`src/rtl/debug_dump_controller.sv`:
```
// -----------------------------------------------------------------------------
// debug_dump_controller
//
// Sits downstream of the processor's halt/debug interface. When the processor
// halts, the block reads r0..r(REG_COUNT-1) and ip through the debug port and
// streams them as one byte frame over a ready/valid byte link to the UART
// transmitter:
//
//   HEADER_BYTE, then for each word (registers first, ip last) three bytes
//   sent least significant byte first. Each word is zero-extended to 24 bits.
//
// After the frame the block waits for a host command byte:
//   'C' (8'h43) : pulse wait_continue_execution for one cycle, then wait for
//                 the halt flag to clear before arming again.
//   'D' (8'h44) : send the whole frame again.
//   other bytes : dropped.
// If the halt flag drops while waiting for a command, the block returns to
// IDLE without pulsing resume.
//
// WORD_SIZE must lie in 17..24 so that every word fits in exactly 3 bytes.
// -----------------------------------------------------------------------------
module debug_dump_controller #(
    parameter int unsigned WORD_SIZE   = 18,
    parameter int unsigned REG_COUNT   = 8,
    parameter logic [7:0]  HEADER_BYTE = 8'hA5
) (
    input  logic                 clock,
    input  logic                 reset,

    // processor halt / resume handshake
    input  logic                 wait_for_continue,
    output logic                 wait_continue_execution,

    // debug register read port
    output logic                 debug_get_param,
    output logic [3:0]           debug_reg_addr,
    input  logic [WORD_SIZE-1:0] debug_data_out,

    // byte stream towards the UART transmitter
    output logic                 tx_valid,
    input  logic                 tx_ready,
    output logic [7:0]           tx_data,

    // host command bytes from the UART receiver
    input  logic                 cmd_valid,
    input  logic [7:0]           cmd_data,
    output logic                 cmd_ready,

    output logic                 busy
);

    // -------------------------------------------------------------------------
    // Constants
    // -------------------------------------------------------------------------
    localparam logic [7:0] CMD_RESUME = 8'h43;   // 'C'
    localparam logic [7:0] CMD_REDUMP = 8'h44;   // 'D'

    // Debug address of ip; it is also the index of the last word in a frame.
    localparam logic [3:0] LAST_INDEX = 4'(REG_COUNT);

    // Bytes per word minus one: the byte counter value of the final byte.
    localparam logic [1:0] LAST_BYTE = 2'd2;

    typedef enum logic [2:0] {
        S_IDLE,        // waiting for the processor to halt
        S_HEADER,      // presenting the frame header byte
        S_RD_ADDR,     // driving the debug address for the current word
        S_RD_CAP,      // debug data valid now; capture it
        S_SEND,        // presenting the three bytes of the captured word
        S_WAIT_CMD,    // frame done, waiting for a host command
        S_RESUME,      // one-cycle resume pulse to the processor
        S_WAIT_CLEAR   // waiting for the halt flag to fall after resume
    } state_e;

    // -------------------------------------------------------------------------
    // State
    // -------------------------------------------------------------------------
    state_e      state_q,    state_d;
    logic [3:0]  index_q,    index_d;      // word being dumped (0..REG_COUNT)
    logic [1:0]  byte_cnt_q, byte_cnt_d;   // byte of the word on the link
    logic [23:0] word_q,     word_d;       // captured word, shifted per byte

    // Host command byte, registered once it has been accepted in WAIT_CMD.
    // Only bytes that arrive while the frame is finished are kept; anything
    // received during a dump, resume or idle is discarded here.
    logic        cmd_vld_q;
    logic [7:0]  cmd_byte_q;

    // The command input is never back-pressured.
    assign cmd_ready = 1'b1;

    // Every state except IDLE counts as busy.
    assign busy = (state_q != S_IDLE);

    // -------------------------------------------------------------------------
    // State and datapath registers
    // -------------------------------------------------------------------------
    // NOTE: sequential state uses non-blocking assignments so every register
    // samples the values that were present before this clock edge.
    always_ff @(posedge clock) begin
        if (reset) begin
            state_q    <= S_IDLE;
            index_q    <= '0;
            byte_cnt_q <= '0;
            word_q     <= '0;
        end else begin
            state_q    <= state_d;
            index_q    <= index_d;
            byte_cnt_q <= byte_cnt_d;
            word_q     <= word_d;
        end
    end

    // Capture a host command byte only while a command is being awaited.
    always_ff @(posedge clock) begin
        if (reset) begin
            cmd_vld_q  <= 1'b0;
            cmd_byte_q <= '0;
        end else begin
            cmd_vld_q  <= cmd_valid && (state_q == S_WAIT_CMD);
            cmd_byte_q <= cmd_data;
        end
    end

    // -------------------------------------------------------------------------
    // Next-state and output decode
    // -------------------------------------------------------------------------
    // NOTE: every signal written here receives a default first, so no path
    // through the case statement can leave it unassigned and infer a latch.
    always_comb begin
        state_d                 = state_q;
        index_d                 = index_q;
        byte_cnt_d              = byte_cnt_q;
        word_d                  = word_q;
        tx_valid                = 1'b0;
        tx_data                 = '0;
        debug_get_param         = 1'b0;
        debug_reg_addr          = '0;
        wait_continue_execution = 1'b0;

        unique case (state_q)
            S_IDLE: begin
                if (wait_for_continue) begin
                    state_d = S_HEADER;
                end
            end

            S_HEADER: begin
                tx_valid = 1'b1;
                tx_data  = HEADER_BYTE;
                if (tx_ready) begin
                    index_d = '0;
                    state_d = S_RD_ADDR;
                end
            end

            S_RD_ADDR: begin
                debug_get_param = 1'b1;
                debug_reg_addr  = index_q;
                state_d         = S_RD_CAP;
            end

            S_RD_CAP: begin
                // Address is held so the read stays stable while captured.
                debug_get_param = 1'b1;
                debug_reg_addr  = index_q;
                word_d          = 24'(debug_data_out);
                byte_cnt_d      = '0;
                state_d         = S_SEND;
            end

            S_SEND: begin
                tx_valid = 1'b1;
                tx_data  = word_q[7:0];
                if (tx_ready) begin
                    word_d     = {8'h00, word_q[23:8]};
                    byte_cnt_d = byte_cnt_q + 2'd1;
                    if (byte_cnt_q == LAST_BYTE) begin
                        if (index_q < LAST_INDEX) begin
                            index_d = index_q + 4'd1;
                            state_d = S_RD_ADDR;
                        end else begin
                            state_d = S_WAIT_CMD;
                        end
                    end
                end
            end

            S_WAIT_CMD: begin
                // Losing the halt flag wins over any pending command.
                if (!wait_for_continue) begin
                    state_d = S_IDLE;
                end else if (cmd_vld_q) begin
                    if (cmd_byte_q == CMD_RESUME) begin
                        state_d = S_RESUME;
                    end else if (cmd_byte_q == CMD_REDUMP) begin
                        state_d = S_HEADER;
                    end
                end
            end

            S_RESUME: begin
                wait_continue_execution = 1'b1;
                state_d                 = S_WAIT_CLEAR;
            end

            S_WAIT_CLEAR: begin
                // A halt flag still high from before the resume must not
                // start a new dump.
                if (!wait_for_continue) begin
                    state_d = S_IDLE;
                end
            end

            default: begin
                state_d = S_IDLE;
            end
        endcase
    end

endmodule

```
`config.mk`:
```
export PLATFORM = sky130hd
export DESIGN_NAME = debug_dump_controller
export DESIGN_NICKNAME = d
export VERILOG_FILES = /design/src/rtl/debug_dump_controller.sv
export SDC_FILE = /design/constraint.sdc
export NUM_CORES = 1
export LEC_CHECK = 0
export ABC_AREA = 1
export CAP_MARGIN = 20
export CELL_PAD_IN_SITES_DETAIL_PLACEMENT = 2
export CELL_PAD_IN_SITES_GLOBAL_PLACEMENT = 2
export CORE_MARGIN = 2
export CORE_UTILIZATION = 28
export CTS_BUF_LIST = sky130_fd_sc_hd__clkbuf_8
export DETAILED_ROUTE_END_ITERATION = 10
export GPL_TIMING_DRIVEN = 0
export PLACE_DENSITY_LB_ADDON = 0.1
export SLEW_MARGIN = 20
export SYNTH_ARGS = -nofsm -noshare
export SYNTH_HDL_FRONTEND = slang
export SYNTH_SLANG_ARGS = --single-unit
```
`constraint.sdc`:
```
create_clock -name clock -period 3.3 [get_ports clock]
set_input_delay 0.66 -clock clock [delete_from_list [all_inputs] [get_ports clock]]
set_output_delay 0.66 -clock clock [all_outputs]
set_load 0.01 [all_outputs]
```
; After elaboration in Yosys (flattened, before gate mapping)
; Cells that the tools add are included.
[op_classes]
reduce_logical = 10
magnitude_cmp = 1
add_sub_neg = 2
n_mux = 25
eq_ne = 18
[op_table]
columns = op, count
row1 = case mux 24 bit (2 select lines), 1
row2 = 2-to-1 mux 3 bit, 10
row3 = 2-to-1 mux 24 bit, 1
row4 = case mux 3 bit (8 select lines), 1
row5 = 2-to-1 mux 4 bit, 5
row6 = equality test 8 x 7 -> 1 bit (second input constant), 2
row7 = case mux 8 bit (2 select lines), 1
row8 = equality test 3 bit (second input constant), 4
row9 = != test 2 bit (second input constant), 6
row10 = case mux 4 bit (2 select lines), 1
row11 = AND reduction 7 bit, 1
row12 = equality test 3 x 2 -> 1 bit (second input constant), 2
row13 = AND reduction 5 bit, 1
row14 = adder 4 x 1 -> 4 bit (second input constant), 1
row15 = less-than comparator 4 bit (second input constant), 1
row16 = != test 4 x 2 -> 1 bit (second input constant), 1
row17 = case mux 2 bit (2 select lines), 1
row18 = nonzero test 2 bit, 2
row19 = OR reduction 2 bit, 2
row20 = equality test 3 x 1 -> 1 bit (second input constant), 1
row21 = logical NOT 3 bit, 1
row22 = 2-to-1 mux 1 bit, 3
row23 = != test 3 bit (second input constant), 1
row24 = nonzero test 3 bit, 1
row25 = other kinds (5), 5
[totals]
out_inout_bits = 17
regBits = 42
in_bits = 31
word_cells = 62

; Depth between registers and ports, before layout
; Gate-level depths: netlist of the first run.
[logic_depth]
ltp_word = 6
ltp_mapped = 10
depth_no_buf = 10

; Worst setup path before layout of the first run
; Ideal clock, no wire load.
[synth_path]
path_kind = register to output
startpoint = register state_q[1]
endpoint = output port debug_reg_addr[0]
path_slack_ps = 1548
required_time_ps = 2640
arrival_ps = 1092
path_stages_with_launch = 6
n_path_buf = 1
cell_sequence = dfxtp_1 -> inv_2 -> nor2_1 -> buf_2 -> inv_1 -> nor2_1
[synth_between]
elab_chain_len = 3
word_cells_on_any_way = 4
classes_between = eq/ne: 2 / mux: 1 / reduce/logical: 1
[synth_lines]
columns = element, line
row1 = start: declaration, 78  ; state_e state_q, state_d;
row2 = start signal: assignment, 107  ; state_q <= state_d;
row3 = equality test 3 x 2 -> 1 bit, 141  ; unique case (state_q)
row4 = OR reduction 2 bit (no source line) (*), n/a
row5 = 2-to-1 mux 4 bit (*), 141
row6 = end: declaration, 36  ; output logic [3:0] debug_reg_addr,
; Every way passes the cells marked *; elsewhere a longest branch is shown, timed or not.

; Worst setup path in the final report of the first run
[layout_path]
startpoint = register state_q[1]
endpoint = output port tx_data[7]
[layout_between]
elab_chain_len = 2
word_cells_on_any_way = 3
classes_between = eq/ne: 2 / mux: 1
[layout_lines]
columns = element, line
row1 = equality test 3 bit or equality test 3 x 1 -> 1 bit (tied branches), 141
row2 = case mux 8 bit (2 select lines) (*), 141
row3 = end: declaration, 42  ; output logic [7:0] tx_data,
; Marked as above.

==> out/results.ini, run 1 <==
[synthesis]
synth_nets = 295
ys.flop_type = dfxtp_1
synthArstFlopShare_pct = 0
ys_types = 25
synth_area_um2 = 1770
yosysSeqAreaShare_pct = 40.6
syn_avg_cell_area_um2 = 6.77
synth_common_cells = nand2_1 (61), nor2_1 (40), dfxtp_1 (36), inv_1 (30), nand3_1 (26)
synthTopCellsByArea = dfxtp_1 (41%), nand2_1 (13%), nor2_1 (8.5%)
ys_ff_latch = 36
synth_most_common_cell = nand2_1
yosysTopAreaCell = dfxtp_1
synth_warnings = 0
netlist_instances = 262
yosys.area.top_type_share_pct = 40.6
synth-edff-count = 0

[placed_design]
place_area_um2 = 2330
gp_congestion = 0.763
io_buffer_count = 46
place_inst = 383
hpwl_mm = 4.33
dp_slack_ns = 0.742

[clock_tree]
ctsResizeCount = 0
clockBufferDepth = 2
cts.reportedPaths.clkPinSlew_ns = 0.08
post-cts-setup-buffer-count = 0
worstSkewPairLatency_ns = 0.29
cts.sinks = 36
htree_levels = 2
cts_tree = built
cts_root_buf = clkbuf_8
numCtsBuffers = 5
postCtsHoldBufs = 0

[die]
start_util_pct = 29.4
die_w_um = 83.6
ioPinCount = 48
core_um2 = 6030
rows = 28
die_h_um = 83.6
die-area_um2 = 6980

[timing]
fmax_mhz = 350
worstMarginPinSlew_ns = 0.573
skew_ns = 0.00633
min_period_ns = 2.86
hold_violations = 0
setup_viol = 0
finalCritPeriodShare_pct = 86.6
relSlewSlack_pct = 61.8
timing.final.ws_setup_ns = 0.444
final-max-slew-violation-count = 0
fin_setup_tns_ns = 0
hold_ws_ns = 0.467
grt_setup_unrepaired = false

[min_path]
holdPathStages = 2
hold_class = reg2reg
whs_endpoint = word_q[14]
hp-start = word_q[14]

[drt]
ant_nets = 0
routedWlPerCell_um = 14.5
first_iter_violations = 92
drc = 0
firstDrtPassIters = 4
vias = 1874
via_per_inst = 4.79
drt_wl_total_mm = 5.67

[critical_path]
r2r_setup_slack_ns = 1.70
required_ns = 2.64
critical_path_buf_inv_count = 3
path_common_cell = nand2_1
r2r_cells = 8
slowest_stage = clkdlybuf4s50_1
arrival_ns = 2.20
cp-end-kind = output pin
cpPeakStageDelay_ns = 0.54
cp-start-kind = register
criticalPathCategory = reg2out
critical_path.top_delay_family = buffers and inverters
crit_fanout = 10
r2r_end = word_q[7]
path_cells = nor2_4 -> nand2_4 -> inv_4 -> buf_2 -> nand2_1 -> nand2_1 -> clkdlybuf4s50_1
regToRegStartpoint = state_q[1]

[pwr]
p_leak_nw = 1.01
vdd_drop_max_uv = 239
power_mw = 1.63
cellPowerDensity_nw_per_um2 = 672

[run]
cap_violations = 0

[grt]
antenna_found_initial = 0
grt_pass1_vias = 2040
grt_max_degree = 12
track_usage_pct = 17.2
grt_overflow = 0
grt_pass1_wl_mm = 9.72

[layout]
stdcell_count = 391
design_area_um2 = 2420
final_util_pct = 40.2
antenna_cells = 0
nets = 348
syn_to_final_growth_pct = 36.6
layout-drive-gt1-share_pct = 8.86

[run_status]
outcome = finished, final reports clean

cell usage in the layout, fill, tap and decap left out, types with 2 or more instances in the layout:
master | netlist | layout
clkbuf_8 | 0 | 6
o21ai_0 | 5 | 5
nand3_1 | 26 | 26
nand2_4 | 2 | 2
buf_4 | 3 | 3
a31oi_1 | 11 | 11
inv_1 | 30 | 31
buf_2 | 3 | 3
ha_1 | 2 | 2
nand2_2 | 3 | 3
o21ai_1 | 8 | 8
nor2_1 | 40 | 40
a21oi_1 | 14 | 14
dfxtp_1 | 36 | 36
clkdlybuf4s50_1 | 0 | 46
clkbuf_1 | 4 | 4
nand2_1 | 61 | 61
inv_2 | 4 | 4
nor2_4 | 2 | 2
state kept, by name, summed over array words and instances (netlist names):
register and cells:
word_q 18, cmd_byte_q 8, index_q 4, state_q 3
byte_cnt_q 2, cmd_vld_q 1
power breakdown:
part	leakage (nW)	internal [mW]	switching [mW]
logic	0.664	0.290	0.436
registers	0.294	0.507	0.0611
clock network	0.0486	0.167	0.166
total	1.01	0.964	0.664
layer usage:
metal | vias to the layer above | GRT usage (%) | share of wire [%]
li1 | 933 | - | -
met1 | 899 | 20.7 | 45
met2 | 36 | 31.6 | 50
met3 | 6 | 2.77 | 3.2
met4 | 0 | 4.69 | 1.3
met5 | - | 0 | 0
worst min-delay path: cells and delay by family (launching register included):
kind | cells | cell delay, ns
flops | 1 | 0.31
compound gates | 1 | 0.05
simple gates | 1 | 0.06
final cells by class:
class,count,area [µm²]
Buffer,11,67.6
Clock buffer,6,82.6
Clock inverter,2,11.3
Fill cell,743,3600
Inverter,35,134
Multi-Input combinational cell,180,851
Sequential cell,36,721
Tap cell,75,93.8
Timing Repair Buffer,46,460
cells by family (layout without fill, tap and decap cells):
| family | count (synthesis) | after routing | synth area share (%) |
|---|---|---|---|
| flops | 36 | 36 | 40.6 |
| other cells | 1 | 1 | 0.212 |
| compound gates | 40 | 40 | 12.4 |
| fa+ha+maj | 2 | 2 | 1.41 |
| simple gates | 137 | 137 | 33.9 |
| buf+inv | 46 | 100 | 11.4 |
worst max-delay path by stage:
stage,from,to,depth (start not counted)
4_1_cts,state_q[0],tx_data[7],7
3_5_place_dp,state_q[0],tx_data[7],7
5_1_grt,state_q[0],tx_data[7],7
6_report,state_q[1],tx_data[7],7
3_3_place_gp,state_q[0],tx_data[7],7
2_1_floorplan,state_q[1],debug_reg_addr[0],5
Note: power is estimated with default switching activity, not from simulation.
==> run 2, diff against run 1 <==
--- a/config.mk
+++ b/config.mk
@@ -15,7 +15,7 @@
 export DETAILED_ROUTE_END_ITERATION = 10
 export GPL_TIMING_DRIVEN = 0
 export PLACE_DENSITY_LB_ADDON = 0.1
-export SLEW_MARGIN = 20
+export SLEW_MARGIN = 5
 export SYNTH_ARGS = -nofsm -noshare
 export SYNTH_HDL_FRONTEND = slang
 export SYNTH_SLANG_ARGS = --single-unit
==> results of run 2 <==
Same layout as run 1: the final DEF is identical, and so are final timing and power.
==> run 3, diff against run 2 <==
--- a/config.mk
+++ b/config.mk
@@ -9,6 +9,7 @@
 export CAP_MARGIN = 20
 export CELL_PAD_IN_SITES_DETAIL_PLACEMENT = 2
 export CELL_PAD_IN_SITES_GLOBAL_PLACEMENT = 2
+export CORE_ASPECT_RATIO = 0.7
 export CORE_MARGIN = 2
 export CORE_UTILIZATION = 28
 export CTS_BUF_LIST = sky130_fd_sc_hd__clkbuf_8
==> run 3 against run 2 <==
  * Design area increased by 0.26%
  * Non-clock buffer count is the same
  * Clock power is 3% higher
  * Die area rose by 0.14%
  * First-iteration DRC count fell by 37%
  * Sequential cell count unchanged
  * Clock-buffer cell count increased by 1
  * Combinational power up 0.6%
  * Critical path depth unchanged
  * Utilization is 0.94 points lower
  * Fmax rose by 1.6%
  * Critical endpoint is now tx_data[2]
  * Register-to-register slack improved by 0.02 ns
==> out/results.ini, run 3 (synthesized netlist as in run 1, its figures left out) <==
[placed_design]
hpwl_mm = 4.56
io_buffer_count = 46
gp_congestion = 0.780
dp_slack_ns = 0.815

[critical_path]
cp-end-kind = output pin
cpPeakStageDelay_ns = 0.54
required_ns = 2.64
crit_fanout = 10
path_cells = nor2_4 -> nand2_4 -> inv_4 -> buf_2 -> nand2_1 -> nand2_1 -> clkdlybuf4s50_1
criticalPathCategory = reg2out
cp-start-kind = register
arrival_ns = 2.15
path_common_cell = nand2_1
slowest_stage = clkdlybuf4s50_1

[clock_tree]
ctsResizeCount = 0
postCtsHoldBufs = 0
clockBufferDepth = 2
numCtsBuffers = 5
worstSkewPairLatency_ns = 0.28
cts_tree = built
cts.reportedPaths.clkPinSlew_ns = 0.07
cts_root_buf = clkbuf_8
htree_levels = 2
post-cts-setup-buffer-count = 0
cts.sinks = 36

[drt]
vias = 1850
drc = 0
routedWlPerCell_um = 14.9
via_per_inst = 4.71
first_iter_violations = 58
drt_wl_total_mm = 5.85
ant_nets = 0
firstDrtPassIters = 4

[timing]
min_period_ns = 2.81
hold_violations = 0
worstMarginPinSlew_ns = 0.522
fin_setup_tns_ns = 0
grt_setup_unrepaired = false
fmax_mhz = 356
skew_ns = 0.00533
final-max-slew-violation-count = 0
finalCritPeriodShare_pct = 85.2
hold_ws_ns = 0.475
setup_viol = 0
timing.final.ws_setup_ns = 0.489
relSlewSlack_pct = 65.2

[grt]
grt.met2_usage_pct = 27.7
met1_usage_pct = 25.7
grt_use_met3_pct = 3.36
grt_pass1_vias = 1979
antenna_found_initial = 0
grt_max_degree = 11
grt_pass1_wl_mm = 9.79
track_usage_pct = 17.7
busiest_layer = met2
grt_overflow = 0

[layout]
reg_top3 = word_q (18), cmd_byte_q (8), index_q (4)
layout-drive-gt1-share_pct = 8.89
nets = 348
largest_register_ffs = 18
final_common_cell = nand2_1
final_util_pct = 39.2
antenna_cells = 0
syn_to_final_growth_pct = 36.9
layout_common_cells = nand2_1 (61), clkdlybuf4s50_1 (46), nor2_1 (40), dfxtp_1 (36), inv_1 (30)
top_register = word_q

[die]
die_h_um = 70.6
die-area_um2 = 6990
die_w_um = 99.1
core_um2 = 6190
rows = 24
ioPinCount = 48
start_util_pct = 28.7

[pwr]
comb_power_share_pct = 44.5
vdd_drop_max_uv = 244
p_int_mw = 0.984
p_leak_nw = 1.01
clkPwrFrac_pct = 20.9
cellPowerDensity_nw_per_um2 = 677
p_sw_share_pct = 40.1
power_mw = 1.64
seq_power_share_pct = 34.6
p_switching_mw = 0.659

[run]
cap_violations = 0

[run_status]
outcome = finished, final reports clean

[min_path]
hold_class = reg2reg

run 3: changes by cell type in the layout (fill, tap and decap cells not counted), sizes merged:
| cell | previous run | this run |
|---|---|---|
| clkbuf | 10 | 11 |
| inv | 36 | 35 |
| clkinvlp | 1 | 0 |
run 3: metal layers:
| metal | vias up | wire [µm] |
|---|---|---|
| met5 | - | 0 |
| met1 | 885 | 3090 |
| met4 | 0 | 42 |
| met2 | 32 | 2490 |
| met3 | 4 | 228 |
| li1 | 929 | - |
run 3: worst paths after layout:
kind | start | end | slack, ns | depth (start not counted)
max reg2reg | state_q[1] | word_q[4] | 1.72 | 7
max | state_q[1] | tx_data[2] | 0.49 | 7
min | byte_cnt_q[0] | byte_cnt_q[0] | 0.48 | 2
min reg2reg | byte_cnt_q[0] | byte_cnt_q[0] | 0.48 | 2
run 3: critical path, delay by kind of cell (launching register included):
family / cells / cell delay [ns]
buffers and inverters: 3 / 0.93
flip-flops: 1 / 0.40
AND/OR/NAND/NOR: 4 / 0.53
run 3: through the flow:
stage	std cells	instance area, µm²
global placement	386	2330
global route	393	2430
finish	393	2430
CTS	393	2430
floorplan	262	1770
detailed placement	386	2330
run 3: cell type report:
cell class,instances,area (µm²)
plain buffers,11,67.6
clock buffers,7,96.3
fillers,730,3760
inverters,35,134
multi-input cells,180,851
flip-flops and latches,36,721
well taps,78,97.6
repair buffers,46,460
run 3: power by group through the flow:
stage | clock (mW) | combinational [mW] | sequential (mW)
4_1_cts | 0.353 | 0.744 | 0.570
2_1_floorplan | 0 | 0.450 | 0.562
6_report | 0.344 | 0.730 | 0.569
3_3_place_gp | 0 | 0.712 | 0.575
5_1_grt | 0.380 | 0.809 | 0.581
3_5_place_dp | 0 | 0.735 | 0.580
